--- src/rtl/pool_ctrl.sv ---
// pool_ctrl: control sequencer for the pooling stage. Walks one feature-map
// plane per start, emitting one registered ctrl word per accepted element.
// Optional bottom-edge padding row is compiled in with POOL_CTRL_PAD_EN.
// Ports: clk, reset (sync, active-high); start/cfg/row_width/num_rows set up
// a plane; data_valid/data_ready upstream handshake; pool_ready downstream
// backpressure; ctrl = {pool_pad_row, pool_valid, row_fifo_mux_sel,
// row_fifo_pop, row_fifo_push, pop, shift}; ready in IDLE; done pulse at end.
module pool_ctrl #(
    parameter int CTRL_WIDTH      = 7,
    parameter int CFG_WIDTH       = 3,
    parameter int ROW_COUNT_WIDTH = 6,
    parameter int DRAIN_CYCLES    = 3
) (
    input  logic                       clk,
    input  logic                       reset,
    input  logic                       start,
    input  logic [CFG_WIDTH-1:0]       cfg,
    input  logic [ROW_COUNT_WIDTH-1:0] row_width,
    input  logic [ROW_COUNT_WIDTH-1:0] num_rows,
    input  logic                       data_valid,
    output logic                       data_ready,
    input  logic                       pool_ready,
    output logic [CTRL_WIDTH-1:0]      ctrl,
    output logic                       ready,
    output logic                       done
);

    localparam int DW = $clog2(DRAIN_CYCLES + 1);
    localparam logic [DW-1:0] DRAIN_LAST = DW'(DRAIN_CYCLES - 1);
    localparam logic [ROW_COUNT_WIDTH-1:0] ONE = ROW_COUNT_WIDTH'(1);

    typedef enum logic [2:0] {
        IDLE,
        RUN,
`ifdef POOL_CTRL_PAD_EN
        PAD,
`endif
        DRAIN,
        DONE
    } state_t;

    state_t                     state_q, state_d;
    logic                       k3_q, k3_d;
    logic [1:0]                 sm1_q, sm1_d;
    logic [ROW_COUNT_WIDTH-1:0] w_q, w_d, h_q, h_d;
    logic [ROW_COUNT_WIDTH-1:0] col_q, col_d, row_q, row_d;
    // Stride down-counters: zero means the current index closes a window
    // along that axis; they start at K-1 and reload with S-1.
    logic [1:0]                 csd_q, csd_d, rsd_q, rsd_d;
    logic [DW-1:0]              drain_q, drain_d;
    logic [CTRL_WIDTH-1:0]      ctrl_q, ctrl_d;

    logic       pv;
    logic       last_col;
    logic [1:0] km1;

    assign pv       = (rsd_q == 2'd0) && (csd_q == 2'd0);
    assign last_col = (col_q == w_q - ONE);
    assign km1      = k3_q ? 2'd2 : 2'd1;

    always_comb begin
        state_d    = state_q;
        k3_d       = k3_q;
        sm1_d      = sm1_q;
        w_d        = w_q;
        h_d        = h_q;
        col_d      = col_q;
        row_d      = row_q;
        csd_d      = csd_q;
        rsd_d      = rsd_q;
        drain_d    = drain_q;
        ctrl_d     = '0;
        data_ready = 1'b0;
        unique case (state_q)
            IDLE: begin
                if (start) begin
                    k3_d  = cfg[0];
                    sm1_d = (cfg[2:1] == 2'd0) ? 2'd0 : cfg[2:1] - 2'd1;
                    w_d   = row_width;
                    h_d   = num_rows;
                    col_d = '0;
                    row_d = '0;
                    csd_d = cfg[0] ? 2'd2 : 2'd1;
                    rsd_d = cfg[0] ? 2'd2 : 2'd1;
                    // Empty plane: one settle cycle, then the done pulse.
                    if (row_width == '0 || num_rows == '0) begin
                        state_d = DRAIN;
                        drain_d = DRAIN_LAST;
                    end else begin
                        state_d = RUN;
                    end
                end
            end
            RUN: begin
                data_ready = pool_ready;
                if (data_valid && pool_ready) begin
                    ctrl_d = {1'b0, pv, row_q != '0, row_q != '0,
                              row_q != h_q - ONE, pv, 1'b1};
                    if (last_col) begin
                        col_d = '0;
                        csd_d = km1;
                        rsd_d = (rsd_q == 2'd0) ? sm1_q : rsd_q - 2'd1;
                        if (row_q == h_q - ONE) begin
                            row_d   = '0;
                            drain_d = '0;
`ifdef POOL_CTRL_PAD_EN
                            state_d = PAD;
`else
                            state_d = DRAIN;
`endif
                        end else begin
                            row_d = row_q + ONE;
                        end
                    end else begin
                        col_d = col_q + ONE;
                        csd_d = (csd_q == 2'd0) ? sm1_q : csd_q - 2'd1;
                    end
                end
            end
`ifdef POOL_CTRL_PAD_EN
            // Virtual row H: rsd_q already holds the row phase for index H.
            PAD: begin
                if (pool_ready) begin
                    ctrl_d = {1'b1, pv, 1'b1, 1'b1, 1'b0, pv, 1'b1};
                    if (last_col) begin
                        col_d   = '0;
                        state_d = DRAIN;
                    end else begin
                        col_d = col_q + ONE;
                        csd_d = (csd_q == 2'd0) ? sm1_q : csd_q - 2'd1;
                    end
                end
            end
`endif
            DRAIN: begin
                if (drain_q == DRAIN_LAST) begin
                    state_d = DONE;
                end else begin
                    drain_d = drain_q + DW'(1);
                end
            end
            DONE: state_d = IDLE;
            default: state_d = IDLE;
        endcase
    end

    always_ff @(posedge clk) begin
        if (reset) begin
            state_q <= IDLE;
            k3_q    <= 1'b0;
            sm1_q   <= '0;
            w_q     <= '0;
            h_q     <= '0;
            col_q   <= '0;
            row_q   <= '0;
            csd_q   <= '0;
            rsd_q   <= '0;
            drain_q <= '0;
            ctrl_q  <= '0;
        end else begin
            state_q <= state_d;
            k3_q    <= k3_d;
            sm1_q   <= sm1_d;
            w_q     <= w_d;
            h_q     <= h_d;
            col_q   <= col_d;
            row_q   <= row_d;
            csd_q   <= csd_d;
            rsd_q   <= rsd_d;
            drain_q <= drain_d;
            ctrl_q  <= ctrl_d;
        end
    end

    assign ctrl  = ctrl_q;
    assign ready = (state_q == IDLE);
    assign done  = (state_q == DONE);

endmodule
--- config.mk ---
export PLATFORM = sky130hd
export DESIGN_NAME = pool_ctrl
export DESIGN_NICKNAME = d
export VERILOG_FILES = /design/src/rtl/pool_ctrl.sv
export SDC_FILE = /design/constraint.sdc
export NUM_CORES = 1
export LEC_CHECK = 0
export ABC_AREA = 1
export BUFFER_PORTS_ARGS = -buffer_cell sky130_fd_sc_hd__buf_2
export CAP_MARGIN = 20
export CORE_MARGIN = 2
export CORE_UTILIZATION = 60
export CTS_BUF_LIST = sky130_fd_sc_hd__clkbuf_2
export CTS_CLUSTER_DIAMETER = 50
export CTS_CLUSTER_SIZE = 8
export DETAILED_ROUTE_END_ITERATION = 8
export PLACE_DENSITY = 0.82
export SLEW_MARGIN = 20
export SYNTH_ARGS = -nofsm -noshare
export SYNTH_HDL_FRONTEND = slang
export SYNTH_SLANG_ARGS = --single-unit
--- constraint.sdc ---
create_clock -name clk -period 5.45 [get_ports clk]
set_clock_uncertainty 0.15 [all_clocks]
set_input_delay 1.09 -clock clk [delete_from_list [all_inputs] [get_ports clk]]
set_output_delay 1.09 -clock clk [all_outputs]
set_load 0.02 [all_outputs]
==> impl_metrics.env, run 1 <==
export IMPL_cts_hold_repair_buffers=0
export IMPL_first_pass_iters=4
export IMPL_worstMarginPinSlew_ns=0.774
export IMPL_critPathMostFrequentCell="inv_1"
export IMPL_root_buffer="clkbuf_2"
export IMPL_cellPowerDensity_nw_per_um2=424
export IMPL_crit_fanout=10
export IMPL_synthFlopType="dfxtp_1"
export IMPL_grt_usage_pct=24.5
export IMPL_htree_num_levels=2
export IMPL_setup_viol=0
export IMPL_grt_max_degree=28
export IMPL_synthArstFlopShare_pct=0
export IMPL_syn_nets=408
export IMPL_ys_types=36
export IMPL_yosysWarnings=0
export IMPL_syn_area_um2=2460
export IMPL_synth_area_leaders="dfxtp_1 (32%), nand2_1 (14%), inv_1 (6.9%)"
export IMPL_die_area_um2=4630
export IMPL_io_pins=30
export IMPL_ir_drop_v=0.000349
export IMPL_crit_slowest_cell="ha_1"
export IMPL_fin_setup_tns_ns=0
export IMPL_layout_drive_gt1_share_pct=17.1
export IMPL_floorplan_initialDensity_pct=62.0
export IMPL_hp_class="flop to flop"
export IMPL_path_cells="inv_1 > ha_1 > nand2_1 > inv_1 > buf_2"
export IMPL_fmax_ghz=0.348
export IMPL_finalInstanceArea_um2=2640
export IMPL_cts_buffers=5
export IMPL_critPathLaunchType="flop"
export IMPL_period_needed_ns=2.87
export IMPL_vias=2346
export IMPL_grt_pass1_vias=2024
export IMPL_die_w_um=68.0
export IMPL_synth_edf_count=0
export IMPL_fill_cells=386
export IMPL_synth_common_cells="nand2_1 (94), inv_1 (45), dfxtp_1 (39), nor2_1 (39), a21oi_1 (28)"
export IMPL_status="complete, no violations"
export IMPL_end_kind="output pin"
export IMPL_grt_overflow_total=0
export IMPL_dp_hpwl_mm=3.82
export IMPL_grt_antenna_before_repair=0
export IMPL_avgRoutedWirePerCell_um=11.1
export IMPL_ys_ff_latch=39
export IMPL_routed_wl_mm=5.01
export IMPL_cap_violations=0
export IMPL_path_clk_slew_ns=0.22
export IMPL_antenna_left=0
export IMPL_cts_resized=0
export IMPL_critPathArrivalTime_ns=1.63
export IMPL_worstPathRequired_ns=4.21
export IMPL_hold_violations=0
export IMPL_grt_pass1_wl_mm=8.67
export IMPL_area_growth_pct=7.42
export IMPL_avgViaCountPerCell=5.18
export IMPL_yosysTopAreaCell="dfxtp_1"
export IMPL_synth_top_area_share_pct=31.7
export IMPL_yosysMostFrequentCell="nand2_1"
export IMPL_max_stage_delay_ns=0.44
export IMPL_drc=0
export IMPL_cts_tree="yes"
export IMPL_crit_type="flop to output pin"
export IMPL_diodes=0
export IMPL_post_cts_buffers=0
export IMPL_io_buffers=28
export IMPL_worstPathBufferInverterCount=3
export IMPL_rsz0062_at_grt="false"
export IMPL_core_area_um2=3970
export IMPL_drv_slew=0
export IMPL_crit_family="adder cells"
export IMPL_clockBufferDepth=2
export IMPL_max_slew_margin_rel_pct=48.2
export IMPL_synthCells=378
export IMPL_routabilityCongestion=0.818
export IMPL_synth_area_per_cell_um2=6.51
export IMPL_placed_area_um2=2600
export IMPL_synth_seq_area_share_pct=31.7
export IMPL_period_share_pct=52.7
export IMPL_clock_sinks=39
export IMPL_first_iter_violations=128
export IMPL_p_leak_nw=1.26
export IMPL_die_h_um=68.0
export IMPL_rows=23
export IMPL_insertion_delay_ns=0.41
export IMPL_final_nets=432
==> cell families (layout without fill, tap and decap cells) <==
family                     Yosys count  count (layout)  share of synthesized area [%]
and+or+nand+nor                    194             194                           36.4
buffers and inverters               67              92                           11.2
AOI/OAI and AO/OA                   64              64                           14.3
DFF                                 39              39                           31.7
adders and majority gates           10              10                           5.08
xor gates and xnor gates             3               3                           1.07
other                                1               1                          0.152
==> stage by stage <==
step | hold WS (ns) | setup slack, ns | cells | utilization [%] | total power, W
floorplan | 0.270 | 2.94 | 378 | - | 0.000891
global placement | 0.296 | 2.78 | 445 | 65.4 | 0.000974
detailed placement | 0.308 | 2.77 | 445 | 65.4 | 0.000991
CTS | 0.339 | 2.54 | 453 | 66.6 | 0.00113
global route | 0.362 | 2.38 | 453 | 66.6 | 0.00124
finish | 0.334 | 2.58 | 453 | 66.6 | 0.00112
==> placed cells by master, fill, tap and decap left out, drive strengths merged, types with 3 or more instances in the layout <==
| cell | count |
|---|---|
| a211oi | 4 |
| a21oi | 28 |
| buf | 28 |
| clkbuf | 5 |
| clkinv | 3 |
| dfxtp | 39 |
| ha | 10 |
| inv | 54 |
| nand2 | 99 |
| nand3 | 28 |
| nand4 | 7 |
| nor2 | 47 |
| nor3 | 9 |
| o21ai | 29 |
| xor2 | 3 |
==> power breakdown <==
part / leakage, nW / switching (W) / internal (W) / total (W)
Clock: 0.0250 / 0.000102 / 0.0000304 / 0.000133
Sequential: 0.319 / 0.0000519 / 0.000346 / 0.000398
Combinational: 0.912 / 0.000386 / 0.000203 / 0.000589
Total: 1.26 / 0.000540 / 0.000580 / 0.00112
==> sequential cells by signal, indices dropped and copies added, names as in the netlist <==
| signal | count |
|---|---|
| col_q | 6 |
| csd_q | 2 |
| ctrl | 4 |
| drain_q | 2 |
| h_q | 6 |
| k3_q | 1 |
| row_q | 6 |
| rsd_q | 2 |
| sm1_q | 2 |
| state_q | 2 |
| w_q | 6 |
==> final cells by class <==
class	count	area (um2)	share of cell area [%]
Clock inverter	3	20.0	0.757
Sequential cell	39	781	29.5
Clock buffer	5	25.0	0.947
Timing Repair Buffer	28	140	5.30
Tap cell	50	62.6	2.37
Multi-Input combinational cell	272	1400	53.1
Inverter	56	211	8.00
==> worst paths after layout <==
path	startpoint	end	slack, ns	depth (start not counted)
worst max-delay path	state_q[1]$_SDFFE_PP0P_	data_ready	2.58	5
worst min-delay path	rsd_q[0]$_SDFFE_PP0P_	ctrl[1]$_SDFF_PP0_	0.33	1
worst max register to register	state_q[1]$_SDFFE_PP0P_	ctrl[1]$_SDFF_PP0_	3.18	6
worst min register to register	rsd_q[0]$_SDFFE_PP0P_	ctrl[1]$_SDFF_PP0_	0.33	1
==> metal layers <==
metal  part of all wire [%]  GRT usage, %  wire [um]
met1                     45          29.8       2240
met2                     51          42.8       2540
met3                    3.4          5.10        171
met4                    1.1          7.75         56
met5                      0             0          0
(Power assumes the default switching activity.)
==> run 2, diff against run 1 <==
- CORE_UTILIZATION: 60 -> 54
- PLACE_DENSITY: 0.82 -> 0.78
- clock period: 5.45 -> 2.6 ns (I/O delays scaled with it)
==> impl_metrics.env, run 2 (synthesis results as in run 1) <==
export IMPL_status="complete, no violations"
export IMPL_grt_usage_pct=21.6
export IMPL_clockBufferDepth=2
export IMPL_cts_resized=0
export IMPL_ir_drop_v=0.000565
export IMPL_p_leak_nw=1.28
export IMPL_max_slew_margin_rel_pct=65.7
export IMPL_floorplan_initialDensity_pct=56.1
export IMPL_hold_violations=0
export IMPL_clock_sinks=39
export IMPL_final_nets=434
export IMPL_mostFrequentLayoutCell="nand2_1"
export IMPL_drv_slew=0
export IMPL_post_cts_buffers=0
export IMPL_cts_hold_repair_buffers=0
export IMPL_worstPathRequired_ns=1.93
export IMPL_fill_cells=415
export IMPL_die_area_um2=5110
export IMPL_crit_type="flop to output pin"
export IMPL_period_needed_ns=2.30
export IMPL_setup_viol=0
export IMPL_p_total_w=0.00243
export IMPL_rows=24
export IMPL_drc=0
export IMPL_cts_buffers=5
export IMPL_vias=2326
export IMPL_first_pass_iters=4
export IMPL_routed_wl_mm=5.03
export IMPL_htree_num_levels=2
export IMPL_fmax_ghz=0.435
export IMPL_grt_max_degree=19
export IMPL_antenna_left=0
export IMPL_period_share_pct=88.4
export IMPL_core_area_um2=4380
export IMPL_grt_pass1_wl_mm=8.85
export IMPL_grt_pass1_vias=2098
export IMPL_final_cell_mix="nand2_1 (94), inv_1 (45), nor2_1 (39), dfxtp_1 (39)"
export IMPL_root_buffer="clkbuf_2"
export IMPL_routabilityCongestion=0.849
export IMPL_first_iter_violations=119
export IMPL_cts_tree="yes"
export IMPL_cellPowerDensity_nw_per_um2=907
export IMPL_critPathArrivalTime_ns=1.63
export IMPL_insertion_delay_ns=0.41
export IMPL_die_w_um=71.5
export IMPL_area_growth_pct=8.90
export IMPL_end_kind="output pin"
export IMPL_hp_class="primary input to flop"
export IMPL_die_h_um=71.5
export IMPL_avgRoutedWirePerCell_um=11.0
export IMPL_critPathLaunchType="flop"
export IMPL_layout_drive_gt1_share_pct=17.3
export IMPL_rsz0062_at_grt="false"
export IMPL_diodes=0
export IMPL_avgViaCountPerCell=5.09
export IMPL_dp_hpwl_mm=3.89
export IMPL_crit_fanout=10
export IMPL_cap_violations=0
export IMPL_grt_overflow_total=0
export IMPL_worstMarginPinSlew_ns=0.514
export IMPL_post_place_ws_ns=0.433
export IMPL_io_buffers=28
export IMPL_worst_slack_ns=0.301
export IMPL_grt_antenna_before_repair=0
export IMPL_io_pins=30
export IMPL_path_clk_slew_ns=0.22
export IMPL_fin_setup_tns_ns=0
==> run 2: final cells by class <==
class                   instances  area (um2)  share of cell area, %
multi-input cells             272        1400                   52.4
clock inverters                 3        38.8                   1.45
clock buffers                   5        25.0                  0.934
flip-flops and latches         39         781                   29.1
repair buffers                 30         155                   5.79
well taps                      52        65.1                   2.43
inverters                      56         211                   7.89
==> run 2: worst paths after layout <==
check	from	cells past startpoint	end	slack, ns
max	state_q[1]$_SDFFE_PP0P_	5	data_ready	0.30
min reg2reg	rsd_q[0]$_SDFFE_PP0P_	1	ctrl[1]$_SDFF_PP0_	0.33
min	cfg[2]	3	sm1_q[0]$_SDFFE_PP0P_	0.23
max reg2reg	state_q[1]$_SDFFE_PP0P_	6	ctrl[1]$_SDFF_PP0_	0.39
==> run 2: power breakdown <==
| part | switching, W | internal [W] | leakage (nW) | total, W |
|---|---|---|---|---|
| registers | 0.000109 | 0.000726 | 0.319 | 0.000835 |
| clock network | 0.000208 | 0.000158 | 0.0404 | 0.000367 |
| logic | 0.000797 | 0.000431 | 0.921 | 0.00123 |
==> run 2: critical path, stage by stage (launching register included) <==
cell and delay, ns:
dfxtp_1 0.38, inv_1 0.08, ha_1 0.44, nand2_1 0.09
inv_1 0.06, buf_2 0.15
==> run 2: through the flow <==
step	area (um2)	cells	utilization [%]	hold slack, ns
6_report	2680	457	61.1	0.231
5_1_grt	2680	457	61.1	0.220
4_1_cts	2680	457	61.1	0.220
3_5_place_dp	2620	449	59.7	0.293
3_3_place_gp	2620	449	59.7	0.301
2_1_floorplan	2460	378	-	0.270
==> run 2: metal layers <==
metal | share of wire, % | vias up | wire length, um | GRT usage (%)
met5 | 0 | - | 0 | 0
met4 | 1.6 | 0 | 78 | 6.92
met3 | 4.9 | 7 | 244 | 3.94
met2 | 47 | 52 | 2360 | 37.1
met1 | 47 | 1010 | 2340 | 27.3
li1 | - | 1257 | - | -
==> run 3, diff against run 2 <==
- CORE_UTILIZATION: 54 -> 45
- PLACE_DENSITY: 0.78 -> 0.67
==> impl_metrics.env, run 3 (synthesis results as in run 1) <==
export IMPL_finalInstanceArea_um2=2720
export IMPL_setup_viol=0
export IMPL_root_buffer="clkbuf_2"
export IMPL_max_slew_margin_rel_pct=63.5
export IMPL_end_kind="output pin"
export IMPL_rr_worst_depth=11
export IMPL_reg2reg_from="state_q[1]$_SDFFE_PP0P_"
export IMPL_pwr_share_comb_pct=50.5
export IMPL_vias=2326
export IMPL_drc=0
export IMPL_avgViaCountPerCell=4.89
export IMPL_fin_setup_tns_ns=0
export IMPL_die_w_um=78.0
export IMPL_switchingPower_w=0.00115
export IMPL_critPathArrivalTime_ns=1.69
export IMPL_rows=26
export IMPL_diodes=0
export IMPL_cap_violations=0
export IMPL_cp_depth=5
export IMPL_holdPathStages=3
export IMPL_grt_usage_pct=19.4
export IMPL_status="complete, no violations"
export IMPL_p_total_w=0.00248
export IMPL_whs_ns=0.205
export IMPL_layout_drive_gt1_share_pct=17.7
export IMPL_clockBufferDepth=2
export IMPL_mostFrequentLayoutCell="nand2_1"
export IMPL_cts_tree="yes"
export IMPL_routed_wl_mm=5.48
export IMPL_crit_fanout=10
export IMPL_p_int_w=0.00133
export IMPL_p_sw_share_pct=46.5
export IMPL_antenna_left=0
export IMPL_floorplan_initialDensity_pct=47.3
export IMPL_grt_pass1_wl_mm=9.58
export IMPL_fmax_ghz=0.425
export IMPL_first_iter_violations=74
export IMPL_avgRoutedWirePerCell_um=11.5
export IMPL_drv_slew=0
export IMPL_whs_endpoint="sm1_q[0]$_SDFFE_PP0P_"
export IMPL_hold_violations=0
export IMPL_io_pins=30
export IMPL_placed_area_um2=2650
export IMPL_hp_start="cfg[2]"
export IMPL_critPathMostFrequentCell="inv_1"
export IMPL_dp_hpwl_mm=4.21
export IMPL_period_share_pct=90.6
export IMPL_final_nets=435
export IMPL_reg2reg_to="col_q[5]$_SDFFE_PP0P_"
export IMPL_crit_type="flop to output pin"
export IMPL_worstMarginPinSlew_ns=0.546
export IMPL_core_area_um2=5200
export IMPL_period_needed_ns=2.36
export IMPL_clock_power_share_pct=15.7
export IMPL_path_cells="inv_1 > ha_1 > nand2_1 > inv_1 > buf_2"
export IMPL_rsz0062_at_grt="false"
export IMPL_worstPathBufferInverterCount=3
export IMPL_ir_drop_v=0.000512
export IMPL_io_buffers=28
export IMPL_cts_hold_repair_buffers=0
export IMPL_grt_pass1_vias=2162
export IMPL_area_growth_pct=10.3
export IMPL_worstPathRequired_ns=1.93
export IMPL_grt_max_degree=18
export IMPL_routabilityCongestion=0.850
export IMPL_die_h_um=78.0
export IMPL_cts_resized=0
export IMPL_max_stage_delay_ns=0.46
export IMPL_grt_antenna_before_repair=0
export IMPL_crit_slowest_cell="ha_1"
export IMPL_cellPowerDensity_nw_per_um2=914
export IMPL_rrSetupSlack_ns=0.36
export IMPL_htree_num_levels=2
export IMPL_insertion_delay_ns=0.43
export IMPL_clock_sinks=39
export IMPL_die_area_um2=6080
export IMPL_grt_overflow_total=0
export IMPL_final_cell_mix="nand2_1 (94), inv_1 (45), nor2_1 (39), dfxtp_1 (39)"
export IMPL_first_pass_iters=4
export IMPL_cts_buffers=5
export IMPL_path_clk_slew_ns=0.24
export IMPL_critPathLaunchType="flop"
export IMPL_hp_class="primary input to flop"
export IMPL_seqPwrFrac_pct=33.8
export IMPL_crit_family="adder cells"
export IMPL_p_leak_nw=1.29
export IMPL_post_cts_buffers=0
## run 3: through the flow
step | setup WS [ns] | std cells | utilization [%]
finish | 0.245 | 476 | 52.2
detailed placement | 0.423 | 468 | 50.8
floorplan | 0.666 | 378 | -
global placement | 0.430 | 468 | 50.8
global route | 0.107 | 476 | 52.2
CTS | 0.240 | 476 | 52.2
## run 3: area by class of cell
type                    instances  area (um2)
multi-input cells             272        1400
clock buffers                   5        25.0
inverters                      56         211
well taps                      70        87.6
clock inverters                 3        43.8
flip-flops and latches         39         781
fillers                       549        2490
repair buffers                 31         163
## run 3: how the worst max path moves through the flow
| stage | start | end | slack [ns] |
|---|---|---|---|
| 3_5_place_dp | state_q[1]$_SDFFE_PP0P_ | col_q[5]$_SDFFE_PP0P_ | 0.42 |
| 4_1_cts | state_q[1]$_SDFFE_PP0P_ | data_ready | 0.24 |
| 3_3_place_gp | state_q[1]$_SDFFE_PP0P_ | col_q[5]$_SDFFE_PP0P_ | 0.43 |
| 2_1_floorplan | state_q[0]$_SDFFE_PP0P_ | col_q[5]$_SDFFE_PP0P_ | 0.67 |
| 6_report | state_q[1]$_SDFFE_PP0P_ | data_ready | 0.24 |
| 5_1_grt | state_q[1]$_SDFFE_PP0P_ | data_ready | 0.11 |
## run 3: layer usage
metal / GRT usage (%) / wire length, um / vias to the layer above
li1: - / - / 1264
met1: 24.3 / 2720 / 1033
met2: 33.8 / 2550 / 24
met3: 3.37 / 148 / 5
met4: 6.32 / 61 / 0
met5: 0 / 0 / -
## run 3: power groups by stage
stage / logic (W) / registers (W) / clock network, W
6_report: 0.00125 / 0.000839 / 0.000390
5_1_grt: 0.00145 / 0.000859 / 0.000428
3_3_place_gp: 0.00124 / 0.000848 / 0
2_1_floorplan: 0.00104 / 0.000830 / 0
4_1_cts: 0.00126 / 0.000839 / 0.000396
3_5_place_dp: 0.00126 / 0.000853 / 0
## run 3: worst register-to-register path: stages (launching register included)
cell and delay (ns):
dfxtp_1 0.42, inv_1 0.08, ha_1 0.35, nand2_1 0.16, nand2_1 0.12, nor2_4 0.23
inv_2 0.12, nor3_2 0.16, nand2_1 0.10, a21oi_1 0.13, o21ai_1 0.07, nor2_1 0.08
